===== src/rtl/ceespu_mem_arbiter_if.sv =====
// Bundled request, response and memory-side signals of the CEESPU memory arbiter.
// The slave modport is the arbiter's view; the master modport is the requesters and memory.
interface ceespu_mem_arbiter_if;
  logic        I_fetchReq;
  logic [15:0] I_fetchAddress;
  logic [31:0] O_fetchData;
  logic        O_fetchValid;
  logic        O_fetchBusy;

  logic        I_dataE;
  logic [3:0]  I_dataWe;
  logic [15:0] I_dataAddress;
  logic [31:0] I_dataWData;
  logic [31:0] O_dataRData;
  logic        O_dataValid;
  logic        O_dataBusy;

  logic        O_memE;
  logic [3:0]  O_memWe;
  logic [15:0] O_memAddress;
  logic [31:0] O_memWData;
  logic [31:0] I_memData;
  logic        I_memReady;

  modport slave (
    input  I_fetchReq, I_fetchAddress,
    output O_fetchData, O_fetchValid, O_fetchBusy,
    input  I_dataE, I_dataWe, I_dataAddress, I_dataWData,
    output O_dataRData, O_dataValid, O_dataBusy,
    output O_memE, O_memWe, O_memAddress, O_memWData,
    input  I_memData, I_memReady
  );

  modport master (
    output I_fetchReq, I_fetchAddress,
    input  O_fetchData, O_fetchValid, O_fetchBusy,
    output I_dataE, I_dataWe, I_dataAddress, I_dataWData,
    input  O_dataRData, O_dataValid, O_dataBusy,
    input  O_memE, O_memWe, O_memAddress, O_memWData,
    output I_memData, I_memReady
  );
endinterface


===== src/rtl/ceespu_mem_arbiter.sv =====
// Two-requester (fetch/data) arbiter for a single-port memory with one-cycle read latency.
// Define CEESPU_ARB_STARVE_EN to add the fetch anti-starvation counter; otherwise data has strict priority.
module ceespu_mem_arbiter #(
  parameter int STARVE_LIMIT = 4
) (
  input logic I_clk,
  input logic I_rst,
  ceespu_mem_arbiter_if.slave bus
);

  typedef enum logic [1:0] {
    IDLE      = 2'd0,
    FETCH_RSP = 2'd1,
    DATA_RSP  = 2'd2
  } owner_e;

  owner_e owner_q, owner_d;
  logic   dataWrite_q, dataWrite_d;
  logic   forceFetch;
  logic   grantData;
  logic   grantFetch;
  logic   memE;
  logic   accept;
  logic   rspEnable;
  logic   unusedAddrBits;

`ifdef CEESPU_ARB_STARVE_EN
  localparam int CntW = (STARVE_LIMIT < 1) ? 1 : $clog2(STARVE_LIMIT + 1);

  logic [CntW-1:0] starveCnt_q, starveCnt_d;

  assign forceFetch = (starveCnt_q == CntW'(STARVE_LIMIT));

  // A stalled memory freezes the count so a wait state is never mistaken for a lost conflict.
  always_comb begin
    starveCnt_d = starveCnt_q;
    if (bus.I_memReady) begin
      if (!bus.I_fetchReq || (grantFetch && accept)) begin
        starveCnt_d = '0;
      end else if (grantData && accept && !forceFetch) begin
        starveCnt_d = starveCnt_q + CntW'(1);
      end
    end
  end

  always_ff @(posedge I_clk) begin
    if (I_rst) begin
      starveCnt_q <= '0;
    end else begin
      starveCnt_q <= starveCnt_d;
    end
  end
`else
  logic unusedLimit;

  assign forceFetch  = 1'b0;
  assign unusedLimit = (STARVE_LIMIT != 0);
`endif

  assign grantData  = !I_rst && bus.I_dataE && !(bus.I_fetchReq && forceFetch);
  assign grantFetch = !I_rst && bus.I_fetchReq && !grantData;
  assign memE       = !I_rst && (bus.I_fetchReq || bus.I_dataE);
  assign accept     = memE && bus.I_memReady;

  // Fetches are always word-aligned reads, so the low address bits are dropped.
  assign unusedAddrBits   = ^bus.I_fetchAddress[1:0];
  assign bus.O_memE       = memE;
  assign bus.O_memAddress = grantData ? bus.I_dataAddress : {bus.I_fetchAddress[15:2], 2'b00};
  assign bus.O_memWe      = grantData ? bus.I_dataWe : 4'b0000;
  assign bus.O_memWData   = grantData ? bus.I_dataWData : 32'h0;

  assign bus.O_fetchBusy = bus.I_fetchReq && !(grantFetch && bus.I_memReady);
  assign bus.O_dataBusy  = bus.I_dataE && !(grantData && bus.I_memReady);

  always_comb begin
    owner_d     = IDLE;
    dataWrite_d = 1'b0;
    if (accept) begin
      owner_d     = grantFetch ? FETCH_RSP : DATA_RSP;
      dataWrite_d = grantData && (bus.I_dataWe != 4'b0000);
    end
  end

  always_ff @(posedge I_clk) begin
    if (I_rst) begin
      owner_q     <= IDLE;
      dataWrite_q <= 1'b0;
    end else begin
      owner_q     <= owner_d;
      dataWrite_q <= dataWrite_d;
    end
  end

  // Responses are masked during reset so an access accepted just before reset is dropped.
  assign rspEnable        = !I_rst;
  assign bus.O_fetchValid = rspEnable && (owner_q == FETCH_RSP);
  assign bus.O_dataValid  = rspEnable && (owner_q == DATA_RSP);
  assign bus.O_fetchData  = bus.O_fetchValid ? bus.I_memData : 32'h0;
  assign bus.O_dataRData  = (bus.O_dataValid && !dataWrite_q) ? bus.I_memData : 32'h0;

endmodule

===== src/flat_wrapper.sv =====
// flat-port wrapper written by rule: the top's interface ports become plain ports
module ceespu_mem_arbiter_flat 
#(
  parameter int STARVE_LIMIT = 4
)
  (I_clk, I_rst, bus_I_fetchReq, bus_I_fetchAddress, bus_O_fetchData, bus_O_fetchValid, bus_O_fetchBusy, bus_I_dataE, bus_I_dataWe, bus_I_dataAddress, bus_I_dataWData, bus_O_dataRData, bus_O_dataValid, bus_O_dataBusy, bus_O_memE, bus_O_memWe, bus_O_memAddress, bus_O_memWData, bus_I_memData, bus_I_memReady);
  ceespu_mem_arbiter_if bus_i ();
  input logic I_clk;
  input logic I_rst;
  input wire logic [$bits(bus_i.I_fetchReq)-1:0] bus_I_fetchReq;
  input wire logic [$bits(bus_i.I_fetchAddress)-1:0] bus_I_fetchAddress;
  output wire logic [$bits(bus_i.O_fetchData)-1:0] bus_O_fetchData;
  output wire logic [$bits(bus_i.O_fetchValid)-1:0] bus_O_fetchValid;
  output wire logic [$bits(bus_i.O_fetchBusy)-1:0] bus_O_fetchBusy;
  input wire logic [$bits(bus_i.I_dataE)-1:0] bus_I_dataE;
  input wire logic [$bits(bus_i.I_dataWe)-1:0] bus_I_dataWe;
  input wire logic [$bits(bus_i.I_dataAddress)-1:0] bus_I_dataAddress;
  input wire logic [$bits(bus_i.I_dataWData)-1:0] bus_I_dataWData;
  output wire logic [$bits(bus_i.O_dataRData)-1:0] bus_O_dataRData;
  output wire logic [$bits(bus_i.O_dataValid)-1:0] bus_O_dataValid;
  output wire logic [$bits(bus_i.O_dataBusy)-1:0] bus_O_dataBusy;
  output wire logic [$bits(bus_i.O_memE)-1:0] bus_O_memE;
  output wire logic [$bits(bus_i.O_memWe)-1:0] bus_O_memWe;
  output wire logic [$bits(bus_i.O_memAddress)-1:0] bus_O_memAddress;
  output wire logic [$bits(bus_i.O_memWData)-1:0] bus_O_memWData;
  input wire logic [$bits(bus_i.I_memData)-1:0] bus_I_memData;
  input wire logic [$bits(bus_i.I_memReady)-1:0] bus_I_memReady;
  assign bus_i.I_fetchReq = bus_I_fetchReq;
  assign bus_i.I_fetchAddress = bus_I_fetchAddress;
  assign bus_O_fetchData = bus_i.O_fetchData;
  assign bus_O_fetchValid = bus_i.O_fetchValid;
  assign bus_O_fetchBusy = bus_i.O_fetchBusy;
  assign bus_i.I_dataE = bus_I_dataE;
  assign bus_i.I_dataWe = bus_I_dataWe;
  assign bus_i.I_dataAddress = bus_I_dataAddress;
  assign bus_i.I_dataWData = bus_I_dataWData;
  assign bus_O_dataRData = bus_i.O_dataRData;
  assign bus_O_dataValid = bus_i.O_dataValid;
  assign bus_O_dataBusy = bus_i.O_dataBusy;
  assign bus_O_memE = bus_i.O_memE;
  assign bus_O_memWe = bus_i.O_memWe;
  assign bus_O_memAddress = bus_i.O_memAddress;
  assign bus_O_memWData = bus_i.O_memWData;
  assign bus_i.I_memData = bus_I_memData;
  assign bus_i.I_memReady = bus_I_memReady;
  ceespu_mem_arbiter #(.STARVE_LIMIT(STARVE_LIMIT)) u_core (.I_clk(I_clk), .I_rst(I_rst), .bus(bus_i));
endmodule

===== config.mk =====
export PLATFORM = sky130hd
export DESIGN_NAME = ceespu_mem_arbiter_flat
export DESIGN_NICKNAME = d
export VERILOG_FILES = /design/src/rtl/ceespu_mem_arbiter_if.sv /design/src/rtl/ceespu_mem_arbiter.sv /design/src/flat_wrapper.sv
export SDC_FILE = /design/constraint.sdc
export NUM_CORES = 1
export LEC_CHECK = 0
export BUFFER_PORTS_ARGS = -buffer_cell sky130_fd_sc_hd__buf_2
export CAP_MARGIN = 20
export CELL_PAD_IN_SITES_DETAIL_PLACEMENT = 0
export CELL_PAD_IN_SITES_GLOBAL_PLACEMENT = 1
export CORE_MARGIN = 8
export CORE_UTILIZATION = 13
export CTS_CLUSTER_DIAMETER = 40
export DETAILED_ROUTE_END_ITERATION = 8
export HOLD_SLACK_MARGIN = 0.12
export PLACE_DENSITY_LB_ADDON = 0.1
export SLEW_MARGIN = 20
export SYNTH_ARGS = -nofsm -noshare
export SYNTH_HDL_FRONTEND = slang
export SYNTH_SLANG_ARGS = --single-unit

===== constraint.sdc =====
create_clock -name I_clk -period 1.49 [get_ports I_clk]
set_input_delay 0.298 -clock I_clk [delete_from_list [all_inputs] [get_ports I_clk]]
set_output_delay 0.298 -clock I_clk [all_outputs]
set_load 0.01 [all_outputs]

==> metrics.csv, run 1 <==
metric;value;unit
ir_drop;233;µV
violations;setup timing;
via_count;1988;
layout_commonest_cell;buf_2;
setup_ws;-0.182;ns
synth_area_per_cell;7.35;µm²
start_kind;register;
slowest_delay;0.33;ns
clock_power_share;0.224;
synth_fp_nets;249;
internal_power;0.753;mW
mostFrequentLayoutCells;buf_2, buf_6, and2_4;
drive_gt1_frac;0.944;
leakagePower;2.03;nW
synth-seq-cells;3;
nFillCells;778;
fmax;598;MHz
drtIter0Drc;21;
slew_headroom;0.834;
clkTransAtPathRegs;0.03;ns
finalCritPeriodShare;1.12;
yosys_warnings;0;
wire_per_inst;17.3;µm
portBuffers;223;
whs;0.331;ns
final_hold_viol_count;0;
crit_type;register to primary output;
synthDistinctLibCells;16;
grt_pass1_vias;2008;
yosys.area.top_type;and2_1;
num_io_pins;226;
min_to;u_core.owner_q[1];
floorplan.die.height;106;µm
dp_hpwl;5890;µm
ant_nets;0;
stdcell_area;3800;µm²
gp_congestion;0.712;
core_region_area;8050;µm²
start_util;0.131;
finalNonFillerCells;495;
p_per_area;285;nW/µm²
drt_first_pass_iters;4;
hold_path_class;input port to register;
dp_cells;469;
grt.overflow.total;0;
antenna_found_initial;0;
dpl_worst_slack;-0.0958;ns
seq_power_share;0.081;
cp_common_cell;buf_6;
die_w;106;µm
startpoint;u_core.owner_q[0];
syn_area;1060;µm²
num_antenna_cells;0;
cts.sinks;3;
timing.critical_path.buf_inv;3;
status;finished with violations;
vias_per_cell;4.02;
worstPathRequired;1.19;ns
worstMarginPinSlew;0.249;ns
drc;0;
crit_fanout;8;
critPathCaptureType;primary output;
rows;33;
cts_htree_levels;1;
worstPathArrival;1.37;ns
fin_crit;1.67;ns
ys_seq_area_frac;0.0567;
drv_slew;0;
cts_hold_buf;0;
drt-total-wl;8560;µm
syn_to_final_growth;259;%
crit_chain;nor4b_4 -> buf_6 -> clkbuf_16 -> and2_4 -> buf_6;
setup_viol;80;
cp_top_family;buffers and inverters;
grt_pass1_wl;10800;µm
synthCells;144;
finish.utilization;0.472;
p_comb_frac;0.695;
cts_root_buf;clkbuf_8;
p_sw;0.329;mW
cap_viol_max_count;0;
grt_max_degree;33;
cts_tree;built;
cp_slowest_cell;dfxtp_2;
numCtsBuffers;3;
min_path_cells;2;
hp-start;bus_I_memReady;
synth_area_leaders;and2_1, mux2_4, dfxtp_1;
track_usage;0.119;
cts_max_path_buffers;2;
p_sw_frac;0.304;
die_area;11300;µm²
fin_nets;496;
rsz0062_at_grt;true;
placed_area;2360;µm²
synth_top_area_share;0.609;
-- cells by family (layout without fill, tap and decap cells) --
group	count (synthesis)	count (layout)	synth area share
AOI/OAI and AO/OA	1	1	0.00709
and+or+nand+nor	113	113	0.691
buffers and inverters	13	259	0.0603
muxes	14	14	0.184
DFF	3	3	0.0567
-- Yosys cell counts --
cell,instances
inv_1,1
clkbuf_1,10
nor4b_4,1
nor3b_2,1
mux2_2,4
a21boi_0,1
nor2_1,2
and2_1,103
nor3b_1,1
mux2_4,10
and3_1,1
nor2b_1,2
or4_1,1
dfxtp_1,3
nor4bb_1,1
buf_6,2
-- registers in the layout (all words and copies together), names as in the netlist --
register,count
u_core.dataWrite_q,1
u_core.owner_q,2
-- layer usage --
layer / routed length (µm) / part of all wire / vias to the layer above / track usage
met5: 0 / 0 / - / 0
met4: 76 / 0.0089 / 0 / 0.0221
met3: 971 / 0.11 / 7 / 0.0629
met2: 4800 / 0.56 / 124 / 0.233
met1: 2710 / 0.32 / 916 / 0.105
li1: - / - / 941 / -
-- stage by stage --
| step | power, mW | TNS (ns) |
|---|---|---|
| 2_1_floorplan | 0.274 | 0 |
| 3_3_place_gp | 0.541 | -3.65 |
| 3_5_place_dp | 0.541 | -4.13 |
| 4_1_cts | 1.01 | -11.10 |
| 5_1_grt | 1.15 | -14.51 |
| 6_report | 1.08 | -10.39 |
-- repair_timing --
action                     CTS  global route
cloned                       9             5
pin swaps                   20            66
resized for setup           87           154
buffers inserted             9             5
setup endpoints to repair  106           110
-- final cells by class --
type,count,area (µm²),share of cell area
Clock buffer,4,45.0,0.0119
Inverter,1,3.75,0.000988
Multi-Input combinational cell,128,1210,0.317
Sequential cell,3,62.6,0.0165
Tap cell,105,131,0.0346
Timing Repair Buffer,254,2350,0.619
-- power groups by stage --
stage / Sequential, mW / Combinational [mW] / Clock, mW
2_1_floorplan: 0.0871 / 0.186 / 0
3_3_place_gp: 0.0876 / 0.454 / 0
3_5_place_dp: 0.0876 / 0.453 / 0
4_1_cts: 0.0873 / 0.675 / 0.246
5_1_grt: 0.0878 / 0.804 / 0.257
6_report: 0.0874 / 0.753 / 0.242
-- worst max path at each step --
stage                                     end  slack (ns)  cells past startpoint
after global routing      bus_O_dataRData[18]       -0.23                      5
after CTS                  bus_O_fetchData[1]       -0.19                      6
after global placement         bus_O_memWe[1]       -0.09                      6
final                     bus_O_dataRData[18]       -0.18                      5
after detailed placement    bus_O_memWData[3]        -0.1                      6
after floorplan           bus_O_fetchData[22]        0.07                      3
(Power assumes the default switching activity.)
==> run 2: changes to the inputs <==
CORE_MARGIN = 1   (was 8)
==> run 2 against run 1 <==
The run still ends with setup timing left. Final area is 16% lower. First-iteration DRC count is 14% higher. Wire length is 29% lower. Largest power group unchanged. Core utilization is 6.3 points lower. Sequential power hardly changed.
==> metrics.csv, run 2 (same netlist as run 1, synthesis figures left out) <==
metric;value;unit
status;finished with violations;
violations;setup timing;
p_sw;0.285;mW
num_io_pins;226;
use_met1;0.120;
final_hold_viol_count;0;
nFillCells;802;
grt_pass1_vias;1677;
vias_per_cell;3.88;
start_kind;register;
start_util;0.136;
finalCritPeriodShare;1.09;
clkTransAtPathRegs;0.03;ns
worstPathArrival;1.33;ns
seq_power_share;0.090;
rsz0062_at_grt;true;
num_antenna_cells;0;
drive_gt1_frac;0.832;
leakagePower;1.84;nW
ff_latch_area;62.6;µm²
setup_viol;79;
met2_usage;0.246;
antenna_found_initial;0;
grt_use_met3;0.0307;
drc;0;
finalNonFillerCells;483;
internal_power;0.689;mW
fin_crit;1.63;ns
power;0.973;mW
layout_commonest_cell;buf_2;
worstPathRequired;1.19;ns
hold_path_class;input port to register;
largest_reg_flops;2;
cts_max_path_buffers;2;
die_area;8510;µm²
cts_root_buf;clkbuf_8;
die_w;92.2;µm
setup_ws;-0.137;ns
rows;32;
regMostFlops;u_core.owner_q;
fin_tns_setup;-6.66;ns
drv_slew;0;
dp_hpwl;4400;µm
crit_type;register to primary output;
floorplan.die.height;92.2;µm
p_per_area;305;nW/µm²
numCtsBuffers;3;
slew_headroom;0.812;
crit_fanout;32;
cts.sinks;3;
largestRegisters;u_core.owner_q: 2 flops, u_core.dataWrite_q: 1 flops;
gp_congestion;0.704;
wire_per_inst;12.6;µm
grt_pass1_wl;8030;µm
drtIter0Drc;24;
p_sw_frac;0.292;
grt.busiest_layer;met2;
dp_cells;467;
core_region_area;7810;µm²
syn_to_final_growth;202;%
drt-total-wl;6100;µm
multi_input_comb_area;1090;µm²
grt.overflow.total;0;
drt_first_pass_iters;4;
fin_nets;487;
p_comb_frac;0.673;
cts_htree_levels;1;
mostFrequentLayoutCells;buf_2, buf_6, and2_1;
worstMarginPinSlew;0.278;ns
dpl_worst_slack;-0.0809;ns
cts_tree;built;
ant_nets;0;
critPathCaptureType;primary output;
grt_max_degree;33;
portBuffers;223;
ir_drop;175;µV
clock_power_share;0.237;
finish.utilization;0.409;
fmax;615;MHz
cap_viol_max_count;0;
via_count;1876;
track_usage;0.121;
run 2: area by class of cell:
type                            instances  share of cell area
Sequential cell                         3              0.0196
Inverter                                1             0.00117
Multi-Input combinational cell        128               0.342
Tap cell                              102              0.0399
Clock buffer                            4              0.0141
Timing Repair Buffer                  245               0.583
run 2: metal layers:
metal	routed length (µm)	up-vias
met4	73	0
met5	0	-
met2	3510	121
met1	2000	828
li1	-	921
met3	524	6
run 2: critical path, stage by stage (launching register included):
cell	delay (ns)
dfxtp_2	0.33
nor4b_4	0.32
buf_12	0.20
and2_1	0.14
buf_2	0.13
run 2: metrics by stage:
stage | area [µm²] | hold WS [ns]
after floorplan | 1060 | 0.387
after global placement | 2360 | 0.550
after detailed placement | 2360 | 0.549
after CTS | 2810 | 0.327
after global routing | 3200 | 0.327
final | 3200 | 0.332
run 2: power groups by stage:
stage               Sequential, mW  Clock (mW)  Combinational [mW]
finish                      0.0872       0.231               0.655
global route                0.0876       0.254               0.701
CTS                         0.0871       0.241               0.574
detailed placement          0.0876           0               0.444
global placement            0.0876           0               0.447
floorplan                   0.0871           0               0.186
run 2: path summary, 6_finish.rpt:
check,depth (start not counted),startpoint,end,slack (ns)
worst max-delay path,4,u_core.owner_q[0],bus_O_dataRData[6],-0.14
worst min-delay path,2,bus_I_memReady,u_core.owner_q[1],0.33
run 2: what timing repair did:
item                       in CTS  in global routing
gates resized for setup        45                100
pin swaps                      14                 31
hold buffers                    0                  0
gates cloned                    5                  3
setup endpoints to repair      99                117
setup buffers                   8                  1
